`src/rtl/ram_pkg.sv`:
```
// Shared definitions for the byte-lane RAM bank: controller states and lane width.
package ram_pkg;

    localparam int unsigned LANE_W = 8;

    typedef enum logic {
        CLEAR,
        READY
    } state_t;

endpackage

```
`src/rtl/ram_core.sv`:
```
// Single-port synchronous memory with per-byte write enables and a registered read.
module ram_core
    import ram_pkg::*;
#(
    parameter int unsigned ADDR_WIDTH = 8,
    parameter int unsigned WIDTH      = 16
) (
    input  logic                    clk,
    input  logic                    rst_n,
    input  logic                    we,
    input  logic                    re,
    input  logic [ADDR_WIDTH-1:0]   addr,
    input  logic [WIDTH-1:0]        wdata,
    input  logic [WIDTH/LANE_W-1:0] be,
    output logic [WIDTH-1:0]        rdata
);

    localparam int unsigned DEPTH = 2 ** ADDR_WIDTH;
    localparam int unsigned LANES = WIDTH / LANE_W;

    logic [WIDTH-1:0] mem [DEPTH];

    // The array itself is never reset; only the sweep initialises it.
    always_ff @(posedge clk) begin
        if (we) begin
            for (int unsigned i = 0; i < LANES; i++) begin
                if (be[i]) begin
                    mem[addr][i*LANE_W +: LANE_W] <= wdata[i*LANE_W +: LANE_W];
                end
            end
        end
    end

    // Holds the last read word until the next read.
    always_ff @(posedge clk) begin
        if (!rst_n) begin
            rdata <= '0;
        end else if (re) begin
            rdata <= mem[addr];
        end
    end

endmodule

```
`src/rtl/ram_bank.sv`:
```
// RAM bank controller: clear sweep FSM, request acceptance and read response valid.
module ram_bank
    import ram_pkg::*;
#(
    parameter int unsigned      ADDR_WIDTH     = 8,
    parameter int unsigned      WIDTH          = 16,
    parameter bit               CLEAR_ON_RESET = 1'b1,
    parameter logic [WIDTH-1:0] CLR_VALUE      = '0
) (
    input  logic                    clk,
    input  logic                    rst_n,
    input  logic                    req_valid,
    output logic                    req_ready,
    input  logic                    req_we,
    input  logic [ADDR_WIDTH-1:0]   req_addr,
    input  logic [WIDTH-1:0]        req_wdata,
    input  logic [WIDTH/LANE_W-1:0] req_be,
    input  logic                    clr_start,
    output logic                    rsp_valid,
    output logic [WIDTH-1:0]        rsp_rdata,
    output logic                    busy
);

    localparam int unsigned LANES = WIDTH / LANE_W;

    state_t                  state, state_nx;
    logic [ADDR_WIDTH-1:0]   clr_ptr, clr_ptr_nx;
    logic                    accept;
    logic                    mem_we, mem_re;
    logic [ADDR_WIDTH-1:0]   mem_addr;
    logic [WIDTH-1:0]        mem_wdata;
    logic [LANES-1:0]        mem_be;

    // Ready is also gated by reset so no request is taken while rst_n is low.
    assign req_ready = rst_n && (state == READY);
    assign busy      = (state == CLEAR);
    assign accept    = req_valid && req_ready;

    always_comb begin
        state_nx   = state;
        clr_ptr_nx = clr_ptr;
        mem_we     = 1'b0;
        mem_re     = 1'b0;
        mem_addr   = req_addr;
        mem_wdata  = req_wdata;
        mem_be     = req_be;
        unique case (state)
            CLEAR: begin
                mem_we    = rst_n;
                mem_addr  = clr_ptr;
                mem_wdata = CLR_VALUE;
                mem_be    = '1;
                if (clr_ptr == '1) begin
                    state_nx   = READY;
                    clr_ptr_nx = '0;
                end else begin
                    clr_ptr_nx = clr_ptr + 1'b1;
                end
            end
            READY: begin
                mem_we = accept && req_we;
                mem_re = accept && !req_we;
                if (clr_start) begin
                    state_nx   = CLEAR;
                    clr_ptr_nx = '0;
                end
            end
            default: state_nx = READY;
        endcase
    end

    always_ff @(posedge clk) begin
        if (!rst_n) begin
            state     <= CLEAR_ON_RESET ? CLEAR : READY;
            clr_ptr   <= '0;
            rsp_valid <= 1'b0;
        end else begin
            state     <= state_nx;
            clr_ptr   <= clr_ptr_nx;
            rsp_valid <= mem_re;
        end
    end

    ram_core #(
        .ADDR_WIDTH (ADDR_WIDTH),
        .WIDTH      (WIDTH)
    ) u_core (
        .clk   (clk),
        .rst_n (rst_n),
        .we    (mem_we),
        .re    (mem_re),
        .addr  (mem_addr),
        .wdata (mem_wdata),
        .be    (mem_be),
        .rdata (rsp_rdata)
    );

endmodule

```
`config.mk`:
```
export PLATFORM = sky130hd
export DESIGN_NAME = ram_bank
export DESIGN_NICKNAME = d
export VERILOG_FILES = /design/src/rtl/ram_pkg.sv /design/src/rtl/ram_core.sv /design/src/rtl/ram_bank.sv
export SDC_FILE = /design/constraint.sdc
export NUM_CORES = 2
export LEC_CHECK = 0
export CORE_MARGIN = 1
export CORE_UTILIZATION = 55
export DETAILED_ROUTE_END_ITERATION = 8
export GPL_ROUTABILITY_DRIVEN = 0
export PLACE_DENSITY = 0.71
export SYNTH_ARGS = -nofsm -noshare
export SYNTH_HDL_FRONTEND = slang
export SYNTH_SLANG_ARGS = --single-unit
```
`constraint.sdc`:
```
create_clock -name clk -period 12.75 [get_ports clk]
set_input_delay 2.55 -clock clk [delete_from_list [all_inputs] [get_ports clk]]
set_output_delay 2.55 -clock clk [all_outputs]
set_load 0.01 [all_outputs]
```
## Word-level counts from Yosys, hierarchy flattened

Memories as Yosys holds them, arrays and structs flattened. A register that Yosys moved wholly into a read port is not among the register bits.
Index checks and enable logic that the tools add are counted.

- Bits of input ports: 31
- Memories: 1
- Output and inout bits: 19
- Register bits after elaboration: 10
- Bits in writable memories: 4096
- Logic and storage cells: 31

- Bitwise logic cells: 1
- Equality and inequality tests: 2
- Mux-type cells: 17
- Reduce and logical (&&, ||, !) cells: 6
- $add $sub $neg: 1

Memory list:

| name | words | width | read ports | clocked after memory_dff | write ports | RTL line | RTL |
|---|---|---|---|---|---|---|---|
| u_core.mem | 256 | 16 | 1 | 1 | 1 | ram_core.sv:21 | `logic [WIDTH-1:0] mem [DEPTH];` |

Operator list:

| cell | count |
|---|---|
| 8-bit 2-to-1 mux | 3 |
| 16-bit 2-to-1 mux | 1 |
| 8-bit one-hot mux with 2 select lines | 1 |
| 1-bit 2-to-1 mux | 9 |
| 8-bit by 1-bit adder with 8-bit output (second input constant) | 1 |
| 8-bit equality test (second input constant) | 1 |
| 1-bit logical AND | 4 |
| 1-bit one-hot mux with 2 select lines | 2 |
| 1-bit logical NOT | 2 |
| 2-bit 2-to-1 mux | 1 |
| 2-bit != test (second input constant) | 1 |
| 1-bit NOT | 1 |

## Depth between registers and ports, before layout

- Word-level depth: 6
- Depth in mapped cells: 12
- Gate-level depth less buffers: 7

## By module

From an unflattened synthesis, not the netlist that was laid out.

- Cells, all modules: 7648
- Area, all modules: 159588.1 um2

Modules (own cells, without submodules):

| module | instances | area each (um2) | sequential area each (um2) | cells each |
|---|---|---|---|---|
| ram_core | 1 | 158839.8 | 123318.3 | 7554 |
| ram_bank | 1 | 748.2 | 200.2 | 94 |

## Worst setup path before layout

OpenSTA, ideal clock, no wires.

- Path kind: in2reg
- From: input port req_wdata[0]
- To: memory u_core.mem[0][0], data pin
- Cell stages on the path: 1
- Path buffers: 0
- Data arrival time: 5777 ps
- Slack: 6106 ps
- Required time: 11883 ps
- Path through: and2_1

- Longest elaborated chain between the ends: 1

Ends and longest elaborated chain:

| element | RTL line | RTL |
|---|---|---|
| from (decl) | ram_bank.sv:16 | `input logic [WIDTH-1:0] req_wdata,` |
| 16-bit 2-to-1 mux | ram_bank.sv:47 | `unique case (state)` |
| to (decl) | ram_core.sv:21 |  |

No other way between the ends.

## Worst setup path after layout

- From: input port req_addr[0]
- To: register u_core.rdata[8] (read register of u_core.mem)

- Longest elaborated chain between the ends: 1

Ends and longest elaborated chain:

| element | RTL line | RTL |
|---|---|---|
| from (decl) | ram_bank.sv:15 | `input logic [ADDR_WIDTH-1:0] req_addr,` |
| 8-bit 2-to-1 mux | ram_bank.sv:47 |  |
| to (decl) | ram_core.sv:15 | `output logic [WIDTH-1:0] rdata` |

No other way between the ends.
A chain may end at the register's enable or synchronous reset.

==> results.cfg <==
[run_status]
status = finished with violations
violations = max-capacitance violations, max-slew violations

[floorplanning]
io_pins = 50
die-area_sq_um = 290000
num_rows = 196
die_w_um = 539
core_sq_um = 286000
die_y_um = 539
initial_utilization_pct = 55.4

[placement]
postPlaceCellArea_sq_um = 163000
dp_hpwl_um = 223000
portBuffers = 49

[clock_tree]
cts_resized = 0
clk_pin_slew_ns = 0.06
htree_levels = 5
cts_max_path_buffers = 4
cts_root_buf = clkbuf_16
cts_tree = built
post-cts-setup-buffers = 0
cts_buffers = 400
clk_latency_ns = 0.97
hold_buffers = 0
clkSinkCount = 4122

[timing]
rsz0062_at_grt = false
skew_ns = 0.0636
hold_viol_final = 0
worstMarginPinSlew_ns = 1.58
drv_slew = 7
holdWs_ns = 0.599
period_needed_ns = 7.14
timing.fmax_mhz = 140
setup_tns_ns = 0
finalCritPeriodShare_pct = 56.0
maxSlewHeadroom_pct = -6.68
setup_viol = 0

[pwr]
cellPowerDensity_nw_per_um2 = 155
p_total_mw = 27.3
ir_drop_mv = 0.136
leakage_nw = 46.0

[hold_path]
whs_path_depth = 1
hold_end = u_core.rdata[3]
min_from = u_core.rdata[3]
hold_class = reg -> reg

[routing]
drtIter0Drc = 11200
ant_nets = 0
wl_per_cell_um = 33.4
dr.pass1.iters = 6
vias = 79100
drt_drc_violations_left = 0
drt_wl_total_um = 393000
vias_per_cell = 6.73

[logic_synthesis]
syn_area_per_cell_sq_um = 21.1
yosysMostFrequentCell = edfxtp_1
synth_seq_cells = 4122
synthTopCellsByCount = 4096 x edfxtp_1, 1024 x mux4_2, 745 x nand2_1
yosysUniqueCellTypes = 43
syn_nets = 7549
yosys.area.top_type = edfxtp_1
syn_inst = 7517
synth_area_sq_um = 158000
synth_area_leaders = edfxtp_1 78%, mux4_2 15%, nand2_1 1.8%, nor2_1 1.2%, a41oi_1 1.0%
synthesis.yosys.warnings = 0
synth_seq_area_share_pct = 78.0
synth_ff_type = edfxtp_1
yosysTopAreaCellShare_pct = 77.7
async_flop_share_pct = 0
synth-edff-count = 4096

[global_routing]
grt_pass1_vias = 78000
grt_use_total_pct = 27.0
antenna_found_initial = 24
use_met2_pct = 41.6
grt_pass1_wl_um = 565000
top_usage_layer = met2
grt_max_degree = 233
grt_overflow_total = 0
use_met3_pct = 5.89
grt.met1_usage_pct = 38.2

[layout]
nFillCells = 19000
nets = 7684
finalInstanceArea_sq_um = 176000
seq_area_sq_um = 124000
multi_input_area_sq_um = 33000
area_delta_synth_final_pct = 11.1
drive_gt1_share_pct = 22.5

[critical_path]
r2r_slack_ns = 6.75
cp-start-kind = input pin
r2r_cells = 10
path_max_fanout = 64
reg2reg_to = u_core.rdata[5]
r2r_start = state
path_class = in -> reg
crit_arrival_ns = 7.98
critPathRequiredTime_ns = 13.59
end_kind = flop

[flow_run]
maxCapViolCount = 4
## layout make-up
| class | count | area share [%] |
|---|---|---|
| Sequential cell | 4122 | 70.2 |
| Multi-Input combinational cell | 2927 | 18.7 |
| Tap cell | 3762 | 2.68 |
| Timing Repair Buffer | 194 | 1.06 |
| Clock inverter | 238 | 1.29 |
| Antenna cell | 10 | 0.0142 |
| Clock buffer | 495 | 6.00 |
| Inverter | 7 | 0.0149 |
## through the flow
stage | instances | utilization (%) | setup slack (ns)
detailed placement | 11000 | 57.1 | 4.62
global placement | 11000 | 57.1 | 4.28
CTS | 11700 | 61.6 | 5.65
floorplan | 7517 | - | 6.11
finish | 11800 | 61.6 | 5.61
global route | 11700 | 61.6 | 5.43
## cell usage in the layout, fill, tap and decap left out, types with 13 or more instances in the layout
master / count
edfxtp_1: 4096
mux4_2: 1024
nand2_1: 739
nor2_1: 520
clkbuf_16: 406
a41oi_1: 188
a22oi_1: 163
buf_4: 122
clkinv_1: 92
a21oi_1: 89
clkbuf_1: 83
clkinv_2: 80
clkdlybuf4s50_1: 48
o41ai_1: 47
bufinv_16: 31
dfxtp_1: 25
buf_12: 23
nand3_1: 22
and2_4: 16
nand3_2: 13
## kinds of logic after synthesis
| kind of cell | Yosys count | synth area share [%] |
|---|---|---|
| buffers and inverters | 468 | 1.43 |
| DFF | 4122 | 78.0 |
| muxes | 1029 | 14.6 |
| and+or+nand+nor | 1354 | 3.32 |
| AOI/OAI and AO/OA | 543 | 2.62 |
| adders and majority gates | 1 | 0.00790 |
## routing by layer
metal	share of wire, %	wire length, um	vias to the layer above
met4	4.1	16100	22
met3	11	43400	740
met2	47	186000	5164
met5	0.044	174	-
met1	38	147000	41800
li1	-	-	31400
## how the worst max path moves through the flow
stage / start / end / slack [ns] / depth (start not counted)
floorplan: req_wdata[0] / u_core.mem[0][0] / 6.11 / 1
global placement: req_addr[0] / u_core.rdata[15] / 4.28 / 9
detailed placement: req_addr[0] / u_core.rdata[12] / 4.62 / 10
CTS: req_addr[0] / u_core.rdata[12] / 5.65 / 10
global route: req_addr[0] / u_core.rdata[12] / 5.43 / 10
finish: req_addr[0] / u_core.rdata[8] / 5.61 / 10
## state kept, by name (all words and copies together), names as in the netlist
register / count
clr_ptr: 8
u_core.mem: 4096
state: 1
rsp_valid: 1
u_core.rdata: 16
## critical path: stages
cell and delay, ns:
clkdlybuf4s50_1 0.50, mux2_8 0.69, buf_4 0.64, buf_4 0.66, mux4_2 0.59, nand2_1 0.15, a41oi_1 0.21, o41ai_1 1.34
a41oi_1 0.25, a31o_1 0.27
## report_power, final
group | internal [mW] | switching (mW)
clock network | 6.53 | 5.06
logic | 0.400 | 0.593
registers | 14.7 | 0.00310
total | 21.6 | 5.66
(Power assumes the default switching activity.)
